[src/rtl/sio_boot_loader.sv]
// Serial boot loader: drives the SIO CPU-side bus while the CPU is held in reset.
// Commands: W addrH addrL len data.. -> checksum; R addrH addrL len -> data..; G -> 'K', release CPU.
module sio_boot_loader (
  input  logic        clk,
  input  logic        n_rst,
  output logic        sio_ce,
  output logic        sio_rd,
  output logic        sio_wr,
  output logic        sio_cd,
  output logic [7:0]  sio_dout,
  input  logic [7:0]  sio_din,
  output logic [15:0] mem_addr,
  output logic [7:0]  mem_wdata,
  output logic        mem_we,
  output logic        mem_re,
  input  logic [7:0]  mem_rdata,
  output logic        cpu_n_rst,
  output logic        busy
);

  // Byte-level sequencer; phase records which command byte is being moved.
  typedef enum logic [3:0] {
    S_IDLE, S_POLL, S_CHECK, S_RD, S_CAP, S_WR, S_MEMW, S_MEMR, S_MEMCAP, S_RUN
  } state_t;

  typedef enum logic [3:0] {
    P_OP, P_AH, P_AL, P_LEN, P_WDATA, P_NAK, P_CSUM, P_RDATA, P_ACK, P_DRAIN
  } phase_t;

  state_t      state, state_d;
  phase_t      phase, phase_d;
  logic        cmd_w, cmd_w_d;
  logic [8:0]  cnt, cnt_d;
  logic [7:0]  csum, csum_d;
  logic [7:0]  rbyte, rbyte_d;
  logic [15:0] addr_d;
  logic [7:0]  wdata_d;
  logic        run_d;
  logic        is_get;
  logic [7:0]  tx_byte;
  logic        ce_d, rd_d, wr_d, cd_d, we_d, re_d, busy_d;
  logic [7:0]  dout_d;

  always_comb begin
    case (phase)
      P_NAK:   tx_byte = 8'h3F;
      P_CSUM:  tx_byte = csum;
      P_RDATA: tx_byte = rbyte;
      P_ACK:   tx_byte = 8'h4B;
      default: tx_byte = 8'h00;
    endcase
  end

  assign is_get = phase inside {P_OP, P_AH, P_AL, P_LEN, P_WDATA};

  always_comb begin
    state_d = state;
    phase_d = phase;
    cmd_w_d = cmd_w;
    cnt_d   = cnt;
    csum_d  = csum;
    rbyte_d = rbyte;
    addr_d  = mem_addr;
    wdata_d = mem_wdata;
    run_d   = cpu_n_rst;
    case (state)
      S_IDLE: begin
        state_d = S_POLL;
        phase_d = P_OP;
      end
      S_POLL:  state_d = S_CHECK;
      // Status arrives one cycle after the POLL strobe: bit1 rx_ready, bit0 tx_ready.
      S_CHECK: begin
        if (is_get ? sio_din[1] : sio_din[0]) begin
          if (is_get) begin
            state_d = S_RD;
          end else if (phase == P_DRAIN) begin
            state_d = S_RUN;
            run_d   = 1'b1;
            addr_d  = 16'h0000;
            wdata_d = 8'h00;
          end else begin
            state_d = S_WR;
          end
        end else begin
          state_d = S_POLL;
        end
      end
      S_RD: state_d = S_CAP;
      S_CAP: begin
        state_d = S_POLL;
        case (phase)
          P_OP: begin
            csum_d = 8'h00;
            if (sio_din == 8'h57) begin
              cmd_w_d = 1'b1;
              phase_d = P_AH;
            end else if (sio_din == 8'h52) begin
              cmd_w_d = 1'b0;
              phase_d = P_AH;
            end else if (sio_din == 8'h47) begin
              phase_d = P_ACK;
            end else begin
              phase_d = P_NAK;
            end
          end
          P_AH: begin
            addr_d[15:8] = sio_din;
            phase_d      = P_AL;
          end
          P_AL: begin
            addr_d[7:0] = sio_din;
            phase_d     = P_LEN;
          end
          P_LEN: begin
            // A zero length byte encodes 256.
            cnt_d = {sio_din == 8'h00, sio_din};
            if (cmd_w) begin
              phase_d = P_WDATA;
            end else begin
              phase_d = P_RDATA;
              state_d = S_MEMR;
            end
          end
          P_WDATA: begin
            wdata_d = sio_din;
            csum_d  = csum + sio_din;
            state_d = S_MEMW;
          end
          default: ;
        endcase
      end
      S_MEMW: begin
        addr_d  = mem_addr + 16'd1;
        cnt_d   = cnt - 9'd1;
        state_d = S_POLL;
        phase_d = (cnt == 9'd1) ? P_CSUM : P_WDATA;
      end
      S_MEMR:   state_d = S_MEMCAP;
      S_MEMCAP: begin
        rbyte_d = mem_rdata;
        state_d = S_POLL;
      end
      S_WR: begin
        case (phase)
          P_RDATA: begin
            addr_d  = mem_addr + 16'd1;
            cnt_d   = cnt - 9'd1;
            state_d = (cnt == 9'd1) ? S_IDLE : S_MEMR;
          end
          P_ACK: begin
            state_d = S_POLL;
            phase_d = P_DRAIN;
          end
          default: state_d = S_IDLE;
        endcase
      end
      S_RUN:   state_d = S_RUN;
      default: state_d = S_IDLE;
    endcase

    // Strobes are registered from the next state so each lasts exactly one cycle.
    ce_d   = state_d inside {S_POLL, S_RD, S_WR};
    rd_d   = state_d inside {S_POLL, S_RD};
    wr_d   = (state_d == S_WR);
    cd_d   = (state_d == S_POLL);
    dout_d = (state_d == S_WR) ? tx_byte : 8'h00;
    we_d   = (state_d == S_MEMW);
    re_d   = (state_d == S_MEMR);
    busy_d = !(state_d inside {S_IDLE, S_RUN}) && !(phase_d inside {P_OP, P_DRAIN});
  end

  always_ff @(posedge clk or negedge n_rst) begin
    if (!n_rst) begin
      state     <= S_IDLE;
      phase     <= P_OP;
      cmd_w     <= 1'b0;
      cnt       <= 9'd0;
      csum      <= 8'h00;
      rbyte     <= 8'h00;
      mem_addr  <= 16'h0000;
      mem_wdata <= 8'h00;
      cpu_n_rst <= 1'b0;
      sio_ce    <= 1'b0;
      sio_rd    <= 1'b0;
      sio_wr    <= 1'b0;
      sio_cd    <= 1'b0;
      sio_dout  <= 8'h00;
      mem_we    <= 1'b0;
      mem_re    <= 1'b0;
      busy      <= 1'b0;
    end else begin
      state     <= state_d;
      phase     <= phase_d;
      cmd_w     <= cmd_w_d;
      cnt       <= cnt_d;
      csum      <= csum_d;
      rbyte     <= rbyte_d;
      mem_addr  <= addr_d;
      mem_wdata <= wdata_d;
      cpu_n_rst <= run_d;
      sio_ce    <= ce_d;
      sio_rd    <= rd_d;
      sio_wr    <= wr_d;
      sio_cd    <= cd_d;
      sio_dout  <= dout_d;
      mem_we    <= we_d;
      mem_re    <= re_d;
      busy      <= busy_d;
    end
  end

endmodule

[config.mk]
export PLATFORM = sky130hd
export DESIGN_NAME = sio_boot_loader
export DESIGN_NICKNAME = d
export VERILOG_FILES = /design/src/rtl/sio_boot_loader.sv
export SDC_FILE = /design/constraint.sdc
export NUM_CORES = 1
export LEC_CHECK = 0
export CAP_MARGIN = 10
export CORE_UTILIZATION = 50
export DETAILED_ROUTE_END_ITERATION = 8
export PLACE_DENSITY = 0.81
export REMOVE_ABC_BUFFERS = 1
export SLEW_MARGIN = 25
export SYNTH_ARGS = -nofsm -noshare
export SYNTH_HDL_FRONTEND = slang
export SYNTH_SLANG_ARGS = --single-unit
[constraint.sdc]
create_clock -name clk -period 2 [get_ports clk]
set_input_delay 0.5 -clock clk [delete_from_list [all_inputs] [get_ports clk]]
set_output_delay 0.5 -clock clk [all_outputs]
set_load 0.02 [all_outputs]
==> results.md, run 1 <==
- Num ports: 58
- Fin Setup TNS: -6.82 ps
- Mapped cell area: 4230 µm²
- Multi-input logic area: 2440 µm²
- Ant. Diodes: 0
- Final setup viols: 1
- Min-Delay Path Class: primary input to async pin
- Slew Limit Fails: 0
- Most used flip-flop cell after synthesis: dfrtp_1
- Die H: roughly 94 µm
- FP Rows: 33
- Syn Inst Count: 458
- Final nets: 619
- Worst Path Required: 2230 ps
- Crit. End Element: register
- CTS root buffer: clkbuf_8
- Via density: around 6
- Final antenna-violating net count: 0
- Power per cell area: 1200 nW/µm²
- Starting Density: ~51%
- TritonCTS clock tree: done
- Clk slew on worst S/H paths: ~70 ps
- Synth Warn #: 0
- RSZ-0062 raised after global routing: true
- Initial antenna violation count: 0
- Drt first pass iters: 5
- Routed len/inst: about 18 µm
- Fillers: 594
- Setup CP Type: register to register
- Die X: 94.0 µm
- Max Fclk: 498 MHz
- Worst-skew pair later-pin latency: 350 ps
- First-pass GRT wire length: slightly below 20000 µm
- Flops & latches, synth: 74
- Fin. Hold Viols: 0
- H-tree levels: 3
- Status: finished, violations left
- Routability cong.: 0.900
- Synth unique cells: 71
- Core ar.: 8220 µm²
- Flop-to-flop setup slack: -7 ps
- Global route overflow: 0
- Vias in the first global route: between 4000 and 5000
- Failing checks: setup timing
- Fraction of registers with async set/reset: 100%
- Area grow syn2layout: 40.2%
- RR Startpoint: cnt[6]
- Clk_skew: 7.97 ps
- Most frequent cells in the layout: 83 x buf_4, 69 x dfrtp_1, 50 x clkdlybuf4s50_1
- Clk buf depth: 2
- Register area: 1860 µm²
- Largest net degree at the start of global routing: 75
- Tot Pwr: 7120 µW
- Final Cycle Share: 100%
- Critical Path AT: 2230 ps
- Number of synthesized flops with an enable pin: 0
- Clock Sinks: 74
- DRC viols: 0
- Slew HR: 52.1%
- Die area: 8830 µm²
- Port bufs: 57
- CP max FO: 4
- Commonest non-fill, non-tap cell in the layout: buf_4
- Synthesized area per cell: slightly above 9 µm²
- Routed via count: 4255
- Maximum vdd drop: 0.622 mV
- Gr usage total: 28.6%
- Final WS setup: -6.82 ps
- CP startpoint: cnt[6]
- Post-DP HPWL: 8520 µm
- Maxcap violations: 0
- Routed wire length: between 10000 and 15000 µm
- Register area share after synthesis: 43.8%
- Slew @ Worst Pin: 713 ps
- LEAKAGE: 0.00256 µW
- Layout cells sized above 1: between 20% and 30%
- Worst setup SP type: register
- Fin crit period: between 2000 and 2500 ps
- DR iter-0 viols: 333
- Cts hold-fix bufs: 0
- Num CTS Buffers: 9
## power breakdown
part           internal (µW)  total (µW)  switching [µW]
combinational           1720        3570            1840
clock                    627        1170             547
sequential              1930        2380             448
total                   4280        7120            2840
## final timing paths
kind	cells past startpoint	endpoint
max reg2reg	6	busy
max in group asynchronous	2	state[0]
min	2	sio_dout[0]
min reg2reg	1	cpu_n_rst
max	6	busy
min in group clk	1	cpu_n_rst
## flip-flops by register name, indices dropped and copies added (netlist names)
name       flops
cpu_n_rst      1
sio_cd         1
sio_rd         1
phase          4
cmd_w          1
mem_wdata      8
state          4
sio_wr         1
sio_ce         1
cnt            9
mem_addr      16
mem_we         1
mem_re         1
rbyte          8
sio_dout       8
busy           1
csum           8
## worst max-delay path, stage by stage, from the launching register on
cell and delay [ps]:
dfrtp_1 410, or4_4 570, o311ai_4 310, o31a_2 250
nand3_4 100, nor3b_2 200, a211oi_2 50
## area by class of cell
cell class	instances	area share, %
Tap cell	105	2.22
Clock inverter	3	0.675
Sequential cell	74	31.3
Timing Repair Buffer	145	21.3
Clock buffer	11	2.55
Multi-Input combinational cell	349	41.2
Inverter	11	0.696
## cell families (layout without fill, tap and decap cells)
kind of cell	Yosys count	in the layout	synth area share (%)
buffers and inverters	35	170	3.46
XOR/XNOR	6	6	1.24
adder cells (fa/ha/maj)	11	11	3.43
multiplexers	10	10	2.63
AND/OR/NAND/NOR	163	163	20.9
flip-flops	74	74	43.8
AO/OA/AOI/OAI	159	159	24.5
## per-stage QoR
stage	hold slack (ps)	instances	cell area (µm²)	setup WS, ps	utilization (%)
after CTS	189	692	5710	0.772	69.5
after global placement	463	673	5420	-551	66.0
after detailed placement	459	673	5420	-613	66.0
after floorplan	204	434	4120	-217	-
final	167	698	5930	-6.82	72.1
after global routing	203	698	5930	-57.3	72.1
## synthesized netlist by cell type (11+ instances only)
cell type / instances / share of area, %
nand2_1: 40 / 3.6
dfrtp_1: 74 / 44
nand3_1: 13 / 1.5
buf_2: 12 / 1.4
clkbuf_1: 12 / 1.1
inv_1: 11 / 0.98
a21oi_1: 32 / 3.8
a31oi_1: 11 / 1.6
o21ai_0: 23 / 2.7
nor2_1: 41 / 3.6
o21ai_1: 36 / 4.3
## metal layers
metal  share of wire, %  track usage [%]  vias up
li1                   -                -     1945
met1                 42             39.1     2089
met2                 50             47.0      184
met3                5.2             2.83       37
met4                2.9             10.6        0
met5                  0                0        -
## timing repair
item,CTS,global route
gates cloned,0,1
setup endpoints to repair,16,30
pin swaps,11,16
gates resized for setup,21,32
buffers inserted,5,6
No activity file was read; power rests on OpenSTA's default activity.
==> inputs of run 2 (changes only) <==
- CTS_CLUSTER_DIAMETER: default -> 100
==> results of run 2 <==
No change in the layout: final DEF, timing and power equal those of run 1.
==> inputs of run 3 (changes only) <==
- CORE_UTILIZATION: 50 -> 55
- PLACE_DENSITY: 0.81 -> 0.84
- clock period: 2 -> 2.3 ns (I/O delays scaled with it)
==> run 3 against run 2 <==
Effect of this change:
- the flow now finishes without violations
- non-clock buffer count down 31
- sequential cell count unchanged
- sequential share of layout area up 2.3 points
- sequential power down 13%
- clock power up 6%
- core utilization up 2.9 points
- routed wire length down 11%
- via count down 5.4%
- final cell count down 5.0%
- setup slack better by 130 ps
- first-iteration DRC count down 19%
- worst hold slack better by 40 ps
==> results.md, run 3 (synthesis gave the netlist of run 1 again) <==
- Top Registers: mem_addr (16), cnt (9) (unchanged)
- Routed via count: 4027 (was 4255)
- Min-Delay Path Class: primary input to async pin (unchanged)
- Global route overflow: 0 (unchanged)
- Most frequent cells in the layout: 74 x dfrtp_1, 56 x buf_4, 54 x clkdlybuf4s50_1 (was 83 x buf_4, 69 x dfrtp_1, 50 x clkdlybuf4s50_1)
- Gr usage total: 30.8% (was 28.6%)
- Clock Sinks: 74 (unchanged)
- Fin Setup TNS: 0 ps (was -6.82 ps)
- CP max FO: 5 (was 4)
- Cell mode on critical path: a21oi_1
- RSZ-0062 raised after global routing: false (was true)
- LEAKAGE: 0.00240 µW (was 0.00256 µW)
- Maxcap violations: 0 (unchanged)
- Status: finished clean (was finished, violations left)
- DR iter-0 viols: 269 (was 333)
- Layout cells sized above 1: 18.1% (was 27.8%)
- Max FFs per register: 16 (unchanged)
- Post-DP HPWL: 8210 µm (was 8520 µm)
- Clk buf depth: 2 (unchanged)
- Reg with most FFs: mem_addr (unchanged)
- Max Fclk: about 460 MHz
- Drt first pass iters: 4 (was 5)
- Largest net degree at the start of global routing: 75 (unchanged)
- Final Cycle Share: 94.7%
- Setup CP Type: primary input to register (was register to register)
- Clk_skew: 10.7 ps (was 7.97 ps)
- Slew @ Worst Pin: 645 ps (was 713 ps)
- CTS root buffer: clkbuf_8 (unchanged)
- Fin. Hold Viols: 0 (unchanged)
- Cell Count Post-Placement: 647 (was 673)
- Num ports: 58 (unchanged)
- Worst Path Required: 2540 ps (was 2230 ps)
- H-tree levels: 3 (unchanged)
- Final setup viols: 0 (was 1)
- Slew HR: 56.7% (was 52.1%)
- Port bufs: 57 (unchanged)
- Tot Pwr: 5870 µW (was 7120 µW)
- Slowest stage delay, CP: 400 ps (was 570 ps)
- Crit. End Element: register (unchanged)
- Vias in the first global route: 3856 (was 4048)
- DRC viols: 0 (unchanged)
- Die area: 8040 µm² (was 8830 µm²)
- First-pass GRT wire length: 18600 µm (was 19700 µm)
- Area grow syn2layout: 30.2% (was 40.2%)
- Slew Limit Fails: 0 (unchanged)
- Worst-skew pair later-pin latency: 360 ps (was 350 ps)
- Final cell count without fillers: 663 (was 698)
- Critical Path AT: 2420 ps (was 2230 ps)
- Cells along the critical path: dlygate4sd2_1 -> ha_1 -> fa_1 -> a21o_1 -> a21oi_1 -> o21bai_1 -> a21oi_1 -> xnor2_1 -> a22o_1 (was or4_4 -> o311ai_4 -> o31a_2 -> nand3_4 -> nor3b_2 -> a211oi_2)
- Flop-to-flop setup slack: 150 ps (was -7 ps)
- Routed len/inst: 17.0 µm (was 18.2 µm)
- Final nets: 588 (was 619)
- FP Rows: 31 (was 33)
- Die X: 89.7 µm (was 94.0 µm)
- Fin crit period: 2180 ps
- FF-to-FF End: busy (unchanged)
- Worst setup SP type: primary input (was register)
- Num CTS Buffers: 9 (unchanged)
- Routability cong.: 0.917 (was 0.900)
- TritonCTS clock tree: done (unchanged)
- Routed wire length: 11300 µm (was 12700 µm)
- Worst r2r path cells: 8 (was 6)
- Clk slew on worst S/H paths: 90 ps (was 70 ps)
- Die H: 89.7 µm (was 94.0 µm)
- Maximum vdd drop: 0.570 mV (was 0.622 mV)
- RR Startpoint: cnt[1] (was cnt[6])
- Initial antenna violation count: 0 (unchanged)
- Power per cell area: 1070 nW/µm² (was 1200 nW/µm²)
- Worst path slowest cell: fa_1 (was or4_4)
- Starting Density: 57.7% (was 51.5%)
- Core ar.: 7330 µm² (was 8220 µm²)
- Final antenna-violating net count: 0 (unchanged)
- Ant. Diodes: 0 (unchanged)
- Commonest non-fill, non-tap cell in the layout: dfrtp_1 (was buf_4)
- Via density: 6.07 (was 6.10)
- Cts hold-fix bufs: 0 (unchanged)
run 3: cell count changes in the layout (fill, tap and decap cells not counted), moves of 4 or more:
cell	before	now
buf_4	83	56
clkdlybuf4s50_1	50	54
dfrtp_1	69	74
dfrtp_2	5	0
dlygate4sd2_1	5	1
ha_1	3	10
ha_4	7	0
run 3: power breakdown:
group | switching (µW) | internal (µW)
clock network | 519 | 720
logic | 1370 | 1180
registers | 409 | 1670
run 3: through the flow:
step	hold WS [ps]	instance area [µm²]	utilization [%]	setup WS, ps
6_report	207	5500	75.1	121
5_1_grt	270	5500	75.1	13.0
4_1_cts	257	5500	75.0	50.3
3_5_place_dp	478	5250	71.7	-477
3_3_place_gp	456	5250	71.7	-447
2_1_floorplan	279	4120	-	82.6
run 3: how the worst max path moves through the flow:
| stage | start | to | slack (ps) |
|---|---|---|---|
| after detailed placement | sio_din[0] | csum[6] | -480 |
| final | sio_din[0] | csum[6] | 120 |
| after global routing | sio_din[0] | csum[6] | 10 |
| after global placement | sio_din[0] | csum[6] | -450 |
| after floorplan | state[0] | busy | 80 |
| after CTS | sio_din[1] | csum[7] | 50 |
run 3: metal layers:
metal | global-route usage (%) | routed length [µm]
met3 | 5.12 | 752
met2 | 48.8 | 5430
met5 | 0 | 0
met1 | 41.8 | 4880
met4 | 13.3 | 233
run 3: worst max-delay path: cells and delay by family:
family | cells | cell delay, ps
compound gates | 5 | 790
fa+ha+maj | 2 | 670
buf+inv | 1 | 320
xor+xnor | 1 | 80
run 3: final cells by class:
cell class                 instances  area, µm²
clock buffer                       9        124
sequential                        74       1850
inverter                          11       41.3
timing repair buffer             114       1010
tap                               99        124
multi-input combinational        349       2240
fill                             525       1830
clock inverter                     7        118
run 3: timing repair:
item / 4_1_cts / 5_1_grt
hold endpoints to repair: 0 / 0
pin swaps: 0 / 1
gates resized for setup: 2 / 1
setup buffers: 0 / 0
setup endpoints to repair: 2 / 3
